--- src/rtl/button_tick_gen.sv ---
//==============================================================================
// Module   : button_tick_gen
// Brief    : Two-flop synchronizer, per-button debounce, press-edge pulses and
//            a tick_cycle prescaler for the downstream counter logic.
//            Optional feature macro: BTN_AUTOREPEAT_EN (press-driven ticks).
// Revision : 1.0 - initial release
//==============================================================================
`default_nettype none

module button_tick_gen #(
    parameter int DEBOUNCE_CYCLES = 500000,
    parameter int TICK_PERIOD     = 5000000
) (
    input  logic       clk,
    input  logic       rst,
    input  logic [3:0] btn_raw,
    output logic       up,
    output logic       down,
    output logic       left,
    output logic       right,
    output logic [3:0] press_pulse,
    output logic       tick_cycle
);

    localparam int DW = $clog2(DEBOUNCE_CYCLES);
    localparam int PW = $clog2(TICK_PERIOD);
    localparam logic [DW-1:0] DB_LAST   = DW'(DEBOUNCE_CYCLES - 1);
    localparam logic [PW-1:0] TICK_LAST = PW'(TICK_PERIOD - 1);

    logic [3:0]    s1;
    logic [3:0]    s2;
    logic [3:0]    db;
    logic [3:0]    db_nxt;
    logic [PW-1:0] pcnt;
    logic [PW-1:0] pcnt_nxt;
    logic          tick_nxt;
    logic          wrap;

    for (genvar i = 0; i < 4; i++) begin : g_bit
        logic [DW-1:0] cnt;

        assign db_nxt[i] = ((s2[i] != db[i]) && (cnt == DB_LAST)) ? s2[i] : db[i];

        // Any sample that agrees with the current level discards accumulated credit.
        always_ff @(posedge clk) begin
            if (rst) begin
                cnt <= '0;
            end else if ((s2[i] == db[i]) || (cnt == DB_LAST)) begin
                cnt <= '0;
            end else begin
                cnt <= cnt + 1'b1;
            end
        end
    end

    assign wrap = (pcnt == TICK_LAST);

`ifdef BTN_AUTOREPEAT_EN
    logic press_any;
    logic held_any;

    assign press_any = |(db_nxt & ~db);
    assign held_any  = |db;

    // A press restarts the period; a press right after a tick is absorbed so
    // the strobe is never two cycles wide.
    always_comb begin
        tick_nxt = 1'b0;
        pcnt_nxt = '0;
        if (press_any) begin
            tick_nxt = ~tick_cycle;
            pcnt_nxt = '0;
        end else if (held_any) begin
            tick_nxt = wrap;
            pcnt_nxt = wrap ? '0 : pcnt + 1'b1;
        end
    end
`else
    always_comb begin
        tick_nxt = wrap;
        pcnt_nxt = wrap ? '0 : pcnt + 1'b1;
    end
`endif

    always_ff @(posedge clk) begin
        if (rst) begin
            s1          <= '0;
            s2          <= '0;
            db          <= '0;
            press_pulse <= '0;
            pcnt        <= '0;
            tick_cycle  <= 1'b0;
        end else begin
            s1          <= btn_raw;
            s2          <= s1;
            db          <= db_nxt;
            press_pulse <= db_nxt & ~db;
            pcnt        <= pcnt_nxt;
            tick_cycle  <= tick_nxt;
        end
    end

    assign up    = db[0];
    assign down  = db[1];
    assign left  = db[2];
    assign right = db[3];

endmodule

`default_nettype wire

--- config.mk ---
export PLATFORM = sky130hd
export DESIGN_NAME = button_tick_gen
export DESIGN_NICKNAME = d
export VERILOG_FILES = /design/src/rtl/button_tick_gen.sv
export SDC_FILE = /design/constraint.sdc
export NUM_CORES = 1
export LEC_CHECK = 0
export ABC_AREA = 1
export BUFFER_PORTS_ARGS = -buffer_cell sky130_fd_sc_hd__buf_2
export CORE_ASPECT_RATIO = 0.6
export CORE_UTILIZATION = 50
export DETAILED_ROUTE_END_ITERATION = 8
export MAX_ROUTING_LAYER = met4
export PLACE_DENSITY = 0.77
export RECOVER_POWER = 100
export SKIP_LAST_GASP = 1
export SYNTH_ARGS = -nofsm -noshare
export SYNTH_HDL_FRONTEND = slang
export SYNTH_SLANG_ARGS = --single-unit
export TNS_END_PERCENT = 30
--- constraint.sdc ---
create_clock -name clk -period 1.9 [get_ports clk]
set_input_delay 0.38 -clock clk [delete_from_list [all_inputs] [get_ports clk]]
set_output_delay 0.38 -clock clk [all_outputs]
set_load 0.03 [all_outputs]
==> flow_summary.toml <==
[timing]
fin_crit_sh_pct = 90.61
fin_setup_tns_ns = 0
slew_headroom_pct = 69.47
drv_slew = 0
period_needed_ns = 1.722
rsz0062_at_grt = "no"
final.setup_skew_ns = 0.01060
tightest_slew_ns = 0.4568
hold_violations = 0
setup_viol = 0
holdWs_ns = 0.1771
max_freq_mhz = 580.8

[floorplan]
num_io_pins = 15
start_util_pct = 52.01
dieArea_mm2 = 0.01236
die_x_um = 142.9
row_count = 30
dieHeight_um = 86.53
core_mm2 = 0.01145

[clock_network]
root_buffer = "clkbuf_16"
cts.clk_slew.worst_paths_ns = 0.05
cts_buffers = 17
clock_sinks = 116
cts_resized = 0
cts_max_level = 4
cts_tree = "done"
cts_setup_buffers = 0
cts_hold_buf = 0
clock_latency_ns = 0.41
cts_buffer_depth = 2

[global_route]
globalRouteOverflowTotal = 0
track_usage_pct = 23.73
grt_pass1_wl_um = 22370
antenna_found_initial = 0
grt_pass1_vias = 4710
grt_max_degree = 24

[power]
combPwrFrac_pct = 1.2
cell_internal_pwr_w = 0.004699
finalPower_w = 0.005881
seqPwrFrac_pct = 41.9
peakVddDrop_uv = 804.6
p_clk_share_pct = 56.9
power_density_mw_per_mm2 = 873.1
p_leak_nw = 2.257
switching_power_w = 0.001181
sw_frac_of_total_pct = 20.09

[routing]
drtAntennaViolNets = 0
drc = 0
top_layer = "met4"
dr_wl_met2_um = 5144
vias_per_cell = 4.925
drtIter0Drc = 398
dr.pass1.iters = 5
drt-wirelength-per-cell_um = 11.89
wl_met3_um = 827
num_vias = 5417
routed_wl_um = 13080
wirelength_met1_um = 6941

[flow_run]
drv_cap = 0

[logic_synthesis]
mappedNetlistArea_mm2 = 0.005954
ys_seq_area_share_pct = 39.00
syn_inst = 899
async_flop_share_pct = 0
syn_nets = 910
ys_seq_elements = 116
yosysWarnings = 0
synth_ff_type = "dfxtp_1"
synth-edff-count = 0
synth_area_per_cell_um2 = 6.623
yosysUniqueCellTypes = 26

[cells_and_area]
seq_area_mm2 = 0.002322
area_delta_synth_final_pct = 13.11
drive_gt1_share_pct = 6.383
fin_util_pct = 58.83
final_cells = 1100
fill_cells = 1098
multiInputGateArea_mm2 = 0.003084
diodes = 0
fin_nets = 939

[place]
io_buffer_count = 14
place_congestion = 0.9019
dp.cells = 1069
dpl.hpwl_um = 9203

[worst_setup_path]
required_ns = 2.16
critPathLaunchType = "register"
critical_path_arrival_ns = 1.98
critical_path.endpoint_type = "register"
critical_path_class = "register to register"
cp_max_fo = 17

[min_path]
hp-class = "input port to register"

[run_status]
status = "finished, final reports clean"
worst paths after layout:
| path | startpoint | endpoint | slack [ns] | depth (start not counted) |
|---|---|---|---|---|
| max reg2reg | g_bit[2].cnt[0] | g_bit[2].cnt[17] | 0.18 | 6 |
| min | btn_raw[2] | s1[2] | 0.18 | 3 |
| min reg2reg | s1[3] | s2[3] | 0.41 | 2 |
| max | g_bit[2].cnt[0] | g_bit[2].cnt[17] | 0.18 | 6 |
kinds of logic after synthesis:
kind of cell,after synthesis,synth area share [%]
flip-flops,116,39.00
adder cells (fa/ha/maj),5,1.051
buffers and inverters,122,8.426
AO/OA/AOI/OAI,50,5.127
XOR/XNOR,39,5.737
AND/OR/NAND/NOR,567,40.66
through the flow:
step | worst slack (ns) | cell area (um^2)
finish | 0.1784 | 6735
global route | 0.02563 | 6735
CTS | 0.2061 | 6802
detailed placement | 0.2081 | 6181
global placement | 0.3002 | 6181
floorplan | 0.4731 | 5954
registers in the layout, indices dropped and copies added (netlist names):
signal,count
s1,4
press_pulse,4
tick_cycle,1
g_bit.cnt,76
db,4
s2,4
pcnt,23
layout make-up:
cell class,count,area share (%)
multi-input cells,661,45.79
flip-flops and latches,116,34.48
clock buffers,23,7.394
inverters,114,6.353
well taps,160,2.972
clock inverters,8,1.821
repair buffers,18,1.189
metal layers:
layer | global-route usage (%) | vias to the layer above
met1 | 34.34 | 2418
li1 | - | 2839
met2 | 32.80 | 139
met4 | 7.625 | 0
met5 | - | -
met3 | 4.530 | 21
worst max-delay path, cell delays in order (launching register included):
cell	delay, ns
dfxtp_1	0.41
ha_1	0.25
nand2_1	0.11
nor2_4	0.15
nand3b_1	0.15
o21bai_4	0.40
a21oi_1	0.12
placed cells by master, fill, tap and decap left out, drive strengths merged, types with 11 or more instances in the layout:
cell and n:
clkbuf 35, nor2 219, inv 114, nand2 240, nor3 11, a21oi 34, nand3 67, o21ai 12
xor2 30, nand4 16, dfxtp 116
synth_stat cells (6+ instances only):
master	instances	share of area, %
nand2_1	237	15
nor2_1	209	13
dfxtp_1	116	39
inv_1	112	7.1
nand3_1	64	5.4
a21oi_1	34	2.9
xor2_1	30	4.4
nand4_1	16	1.7
o21ai_0	12	1.0
nor3_1	11	0.92
xnor2_1	9	1.3
nor2_4	6	1.1
power by group through the flow:
stage          registers, W  clock network (W)  logic [W]
2_1_floorplan       0.00251                  0  0.0000579
3_3_place_gp        0.00251                  0  0.0000714
3_5_place_dp        0.00251                  0  0.0000719
4_1_cts             0.00246            0.00338  0.0000726
5_1_grt             0.00246            0.00349  0.0000813
6_report            0.00246            0.00335  0.0000703
Note: power is estimated with default switching activity, not from simulation.
